## src/rtl/ethpipe_tx.sv

```systemverilog
// GMII frame transmitter: reads a frame from the TX slot RAM, optionally waits for a launch
// time, then sends preamble/SFD, data, zero padding, FCS and the inter-frame gap.
module ethpipe_tx #(
    parameter logic [10:0] BASE_ADDR = 11'd2,
    parameter int unsigned IFG_BYTES = 12,
    parameter logic [11:0] MAX_LEN   = 12'd1514
) (
    input  logic        gmii_tx_clk,
    input  logic        sys_rst,
    input  logic [63:0] global_counter,
    input  logic        tx_start,
    input  logic [11:0] tx_frame_len,
    input  logic [63:0] tx_timestamp,
    output logic [10:0] slot_tx_eth_address,
    input  logic [31:0] slot_tx_eth_q,
    output logic [7:0]  gmii_txd,
    output logic        gmii_tx_en,
    output logic        tx_busy,
    output logic        tx_done,
    output logic [63:0] tx_sent_timestamp
);

    typedef enum logic [2:0] {
        StIdle, StWaitTs, StPreamble, StData, StPad, StFcs, StIfg
    } state_e;

    state_e      state_q, state_d;
    logic [11:0] cnt_q, cnt_d;
    logic [11:0] len_q, len_d;
    logic [63:0] ts_q, ts_d;
    logic [31:0] crc_q, crc_d;
    logic [7:0]  txd_q, txd_d;
    logic        tx_en_q, tx_en_d;
    logic        busy_q, busy_d;
    logic        done_q, done_d;
    logic [63:0] sent_ts_q, sent_ts_d;
    logic [10:0] addr_q, addr_d;

    logic [7:0]  data_byte;
    logic [31:0] fcs_word;

    function automatic logic [31:0] crc32_byte(input logic [31:0] crc, input logic [7:0] data);
        logic [31:0] c;
        c = crc ^ {24'h0, data};
        for (int i = 0; i < 8; i++) begin
            c = c[0] ? ((c >> 1) ^ 32'hEDB88320) : (c >> 1);
        end
        return c;
    endfunction

    assign data_byte = slot_tx_eth_q[{cnt_q[1:0], 3'b000} +: 8];
    assign fcs_word  = ~crc_q;

    always_comb begin
        state_d   = state_q;
        cnt_d     = cnt_q;
        len_d     = len_q;
        ts_d      = ts_q;
        crc_d     = crc_q;
        txd_d     = 8'h00;
        tx_en_d   = 1'b0;
        busy_d    = busy_q;
        done_d    = 1'b0;
        sent_ts_d = sent_ts_q;
        addr_d    = addr_q;
        unique case (state_q)
            StIdle: begin
                if (tx_start) begin
                    len_d   = (tx_frame_len > MAX_LEN) ? MAX_LEN : tx_frame_len;
                    ts_d    = tx_timestamp;
                    busy_d  = 1'b1;
                    addr_d  = BASE_ADDR;
                    crc_d   = 32'hFFFFFFFF;
                    cnt_d   = 12'd0;
                    state_d = (tx_timestamp != 64'd0) ? StWaitTs : StPreamble;
                end
            end
            StWaitTs: begin
                if (global_counter >= ts_q) state_d = StPreamble;
            end
            StPreamble: begin
                tx_en_d = 1'b1;
                cnt_d   = cnt_q + 12'd1;
                if (cnt_q == 12'd7) begin
                    txd_d     = 8'hD5;
                    sent_ts_d = global_counter;
                    cnt_d     = 12'd0;
                    state_d   = (len_q == 12'd0) ? StPad : StData;
                end else begin
                    txd_d = 8'h55;
                end
            end
            StData: begin
                tx_en_d = 1'b1;
                txd_d   = data_byte;
                crc_d   = crc32_byte(crc_q, data_byte);
                cnt_d   = cnt_q + 12'd1;
                // Next word goes out while lane 2 is driven; the RAM output still holds
                // this word for lane 3, and the new word lands just in time for lane 0.
                if (cnt_q[1:0] == 2'd2) addr_d = BASE_ADDR + 11'(cnt_q[11:2]) + 11'd1;
                if (cnt_q == len_q - 12'd1) begin
                    if (len_q < 12'd60) begin
                        state_d = StPad;
                    end else begin
                        state_d = StFcs;
                        cnt_d   = 12'd0;
                    end
                end
            end
            StPad: begin
                tx_en_d = 1'b1;
                crc_d   = crc32_byte(crc_q, 8'h00);
                cnt_d   = cnt_q + 12'd1;
                if (cnt_q == 12'd59) begin
                    state_d = StFcs;
                    cnt_d   = 12'd0;
                end
            end
            StFcs: begin
                tx_en_d = 1'b1;
                txd_d   = fcs_word[{cnt_q[1:0], 3'b000} +: 8];
                cnt_d   = cnt_q + 12'd1;
                if (cnt_q == 12'd3) begin
                    state_d = StIfg;
                    cnt_d   = 12'd0;
                end
            end
            StIfg: begin
                cnt_d = cnt_q + 12'd1;
                if (cnt_q == 12'(IFG_BYTES - 1)) begin
                    done_d  = 1'b1;
                    busy_d  = 1'b0;
                    cnt_d   = 12'd0;
                    state_d = StIdle;
                end
            end
            default: state_d = StIdle;
        endcase
    end

    always_ff @(posedge gmii_tx_clk) begin
        if (sys_rst) begin
            state_q   <= StIdle;
            cnt_q     <= 12'd0;
            len_q     <= 12'd0;
            ts_q      <= 64'd0;
            crc_q     <= 32'hFFFFFFFF;
            txd_q     <= 8'h00;
            tx_en_q   <= 1'b0;
            busy_q    <= 1'b0;
            done_q    <= 1'b0;
            sent_ts_q <= 64'd0;
            addr_q    <= BASE_ADDR;
        end else begin
            state_q   <= state_d;
            cnt_q     <= cnt_d;
            len_q     <= len_d;
            ts_q      <= ts_d;
            crc_q     <= crc_d;
            txd_q     <= txd_d;
            tx_en_q   <= tx_en_d;
            busy_q    <= busy_d;
            done_q    <= done_d;
            sent_ts_q <= sent_ts_d;
            addr_q    <= addr_d;
        end
    end

    assign gmii_txd            = txd_q;
    assign gmii_tx_en          = tx_en_q;
    assign tx_busy             = busy_q;
    assign tx_done             = done_q;
    assign tx_sent_timestamp   = sent_ts_q;
    assign slot_tx_eth_address = addr_q;

endmodule

```

## config.mk

```make
export PLATFORM = sky130hd
export DESIGN_NAME = ethpipe_tx
export DESIGN_NICKNAME = d
export VERILOG_FILES = /design/src/rtl/ethpipe_tx.sv
export SDC_FILE = /design/constraint.sdc
export NUM_CORES = 1
export LEC_CHECK = 0
export ABC_AREA = 1
export CAP_MARGIN = 20
export CORE_MARGIN = 10
export CORE_UTILIZATION = 39
export DETAILED_ROUTE_END_ITERATION = 10
export PLACE_DENSITY = 0.6
export SETUP_SLACK_MARGIN = 0.15
export SYNTH_ARGS = -nofsm -noshare
export SYNTH_HDL_FRONTEND = slang
export SYNTH_SLANG_ARGS = --single-unit
```

## constraint.sdc

```tcl
create_clock -name gmii_tx_clk -period 2.6 [get_ports gmii_tx_clk]
set_input_delay 0.26 -clock gmii_tx_clk [delete_from_list [all_inputs] [get_ports gmii_tx_clk]]
set_output_delay 0.26 -clock gmii_tx_clk [all_outputs]
set_load 0.1 [all_outputs]
```

==> metrics.txt <==
syn_area_per_cell=6.83 sq um; fin crit share=86.7%; global placement routability congestion=0.928; Max Clock Freq=444 MHz; maximum vdd ir drop=0.000562 V; initial antenna violation count=3; FFs w/ async S/R, synth=0%; Setup crit end kind=flop; Setup-failing EPs final=0; largest family of logic cells by synthesized area=simple AND/OR/NAND/NOR gates; number of buffers created by CTS=26; Clock Latency Late Sink=0.56 ns; Non-Filler Instances=2614; Area Overhead vs Synth=29.3%; DR WL/cell=17.0 um; startpoint types=flop; All-Layer GR Usage=20.7%; multiplexer share of the synthesized area=0%; drt initial violations=738; post-route ant nets=0; Filler Cell Count=3368; full die area=0.0412 sq mm; Synth Net Count=2158; first-pass GRT wire length=69500 um; worst slew pin tran=0.605 ns; CP max FO=20; Max Cap Viol=0; DR vias/cell=5.03; DIE HEIGHT=203 um; Fin. Hold Viols=0; gr ovfl total=0; Worst Path Required=3.04 ns; worst clock skew=0.0285 ns; port buffer count=260; CTS tree=built; CP arrival=2.69 ns; vias in the first global route=12767; maximum clock insertion buffer count=3; Final TNS setup=0 ns; RSZ-0062 raised after global routing=false; fraction of layout cells with a size suffix above 1=11.6%; Placed Cells=2569; register area share after synthesis=32.1%; Synth cell types=51; Syn Inst Count=1910; Core Rows=66; drt pass-1 iters=5; pin count of the biggest net entering global routing=129; DRC=0; H-tree levels=1; Adder-Cell Fraction of Synth Area=7.00%; Final min period=2.25 ns; Top FF cell, synth=dfxtp_1; Post-synth EDFFs=0; clock slew at reported path FFs=0.06 ns; DR vias=13157; clock sinks=209; PD cells=918 mW/mm^2; post-synthesis compound-gate area fraction=18.7%; root buf cell=clkbuf_16; kind of critical path=reg -> reg; Syn Std Cell Area=0.0131 sq mm; Hold Buf Count CTS=0; DP Wirelength=34500 um; type of the worst min-delay path=in -> reg; Core ar.=0.0328 sq mm; Die W=203 um; Nets=2403; xor/xnor cell area share of the yosys netlist=7.30%; DRT Wirelength=44500 um; FF+latch count, synth=209; Max Slew Vio Count=0; Synth Warn #=0; I/O pin count=261; Starting Density=39.8%; Post-Synth Simple-Gate Area=24.7%; Rel. slew slack=59.6%; status=finished clean; leakage=7.29 nW; Total Power=15.5 mW
-- metrics by stage --
| stage | worst slack, ns | instance area, sq um | util [%] | hold WS (ns) |
|---|---|---|---|---|
| final | 0.345 | 16900 | 51.5 | 0.328 |
| after global routing | 0.146 | 16900 | 51.5 | 0.366 |
| after CTS | 0.164 | 16800 | 51.4 | 0.302 |
| after detailed placement | 0.101 | 16000 | 48.8 | 0.436 |
| after global placement | 0.107 | 16000 | 48.8 | 0.431 |
| after floorplan | 0.715 | 13100 | - | 0.399 |
-- cell families after synthesis --
kind of cell,count (synthesis)
buf+inv,332
fa+ha+maj,73
simple gates,727
xor+xnor,103
flops,209
compound gates,466
-- where the power goes --
| part | switching [mW] | leakage (nW) | internal [mW] |
|---|---|---|---|
| registers | 0.411 | 1.71 | 3.73 |
| clock network | 1.44 | 0.407 | 2.13 |
| logic | 4.91 | 5.18 | 2.86 |
| total | 6.77 | 7.29 | 8.73 |
-- synth_stat cells, types with 3 or more instances --
master,n,area [sq um]
nand2_1,383,1440
inv_1,232,871
a21oi_1,218,1090
dfxtp_1,209,4180
o21ai_0,196,981
nor2_1,121,454
nand3_1,107,536
ha_1,73,913
xor2_1,57,499
clkbuf_1,55,206
xnor2_1,40,350
nand2_2,25,156
buf_2,19,95.1
nand4_1,17,106
or2_2,14,87.6
nor3_1,13,65.1
nand3b_1,11,82.6
a211oi_1,10,75.1
nor4_1,10,62.6
o21ai_1,10,50.1
nand3_2,8,80.1
buf_1,7,26.3
nand2_4,7,78.8
inv_2,6,22.5
o21a_1,6,45.0
o22ai_1,6,37.5
buf_4,4,30.0
buf_6,4,45.0
nor2_2,4,25.0
o31ai_1,4,30.0
a31oi_1,3,18.8
clkinv_1,3,11.3
xor2_2,3,48.8
-- layout by cell type (no fill, tap or decap), types with 5 or more instances in the layout --
master           netlist  layout
nor2_1               121     121
nand3b_1              11      11
nand3_2                8      10
nand4_1               17      17
nor3_1                13      13
a211oi_1              10      10
nand3_1              107     104
nand2_2               25      23
o21ai_0              196     196
o21ai_1               10      10
buf_4                  4     127
a21oi_1              218     218
buf_12                 0       5
nand2_1              383     382
clkbuf_1              55       6
nand2_4                7      10
xnor2_1               40      40
o22ai_1                6       6
or2_2                 14      14
xor2_1                57      57
clkbuf_16              0      26
inv_2                  6       6
inv_1                232     231
ha_1                  73      73
o21a_1                 6       6
nor4_1                10      10
clkdlybuf4s50_1        0     174
dfxtp_1              209     207
-- critical path, cell delays in order, from the launching register on --
cell	delay [ns]
dfxtp_2	0.40
buf_8	0.19
nand2_1	0.07
nand3_1	0.09
nand2_2	0.13
xor2_2	0.37
nand2_1	0.12
nand2_2	0.12
nand2_1	0.07
nand2_2	0.11
o21ai_1	0.08
nand3_1	0.13
nand2_1	0.13
nand2_1	0.08
nand2_1	0.04
-- path summary, 6_finish.rpt --
check                           cells past startpoint               endpoint             startpoint  slack, ns
worst max-delay path                               14              crc_q[24]               cnt_q[0]       0.35
worst max register to register                     14              crc_q[24]               cnt_q[0]       0.35
worst min-delay path                                3               len_q[3]        tx_frame_len[3]       0.33
worst min register to register                      2  tx_sent_timestamp[53]  tx_sent_timestamp[53]       0.44
-- sequential cells by signal, indices dropped and copies added, names as in the netlist --
signal / cells
tx_sent_timestamp: 64
slot_tx_eth_address: 11
len_q: 12
gmii_tx_en: 1
cnt_q: 12
gmii_txd: 8
tx_done: 1
crc_q: 32
state_q: 3
tx_busy: 1
ts_q: 64
-- repair_timing --
action | in CTS | in global routing
setup buffers | 0 | 0
gates resized for setup | 0 | 12
endpoints found under the setup margin | 0 | 53
-- layer usage --
metal | wire [um] | global-route usage (%) | share of wire (%)
met3 | 2970 | 3.98 | 6.7
met4 | 1240 | 6.02 | 2.8
met1 | 19200 | 25.7 | 43
met2 | 21000 | 35.7 | 47
met5 | 9 | 0 | 0.020
-- final cells by class --
cell class | count | area [sq um] | share of cell area, %
diodes | 2 | 5.00 | 0.0296
inverters | 242 | 921 | 5.46
repair buffers | 307 | 2810 | 16.6
multi-input cells | 1369 | 7580 | 44.9
well taps | 442 | 553 | 3.28
clock buffers | 36 | 728 | 4.31
clock inverters | 7 | 96.3 | 0.571
flip-flops and latches | 209 | 4190 | 24.8
Power figures use the tool's default switching activity.
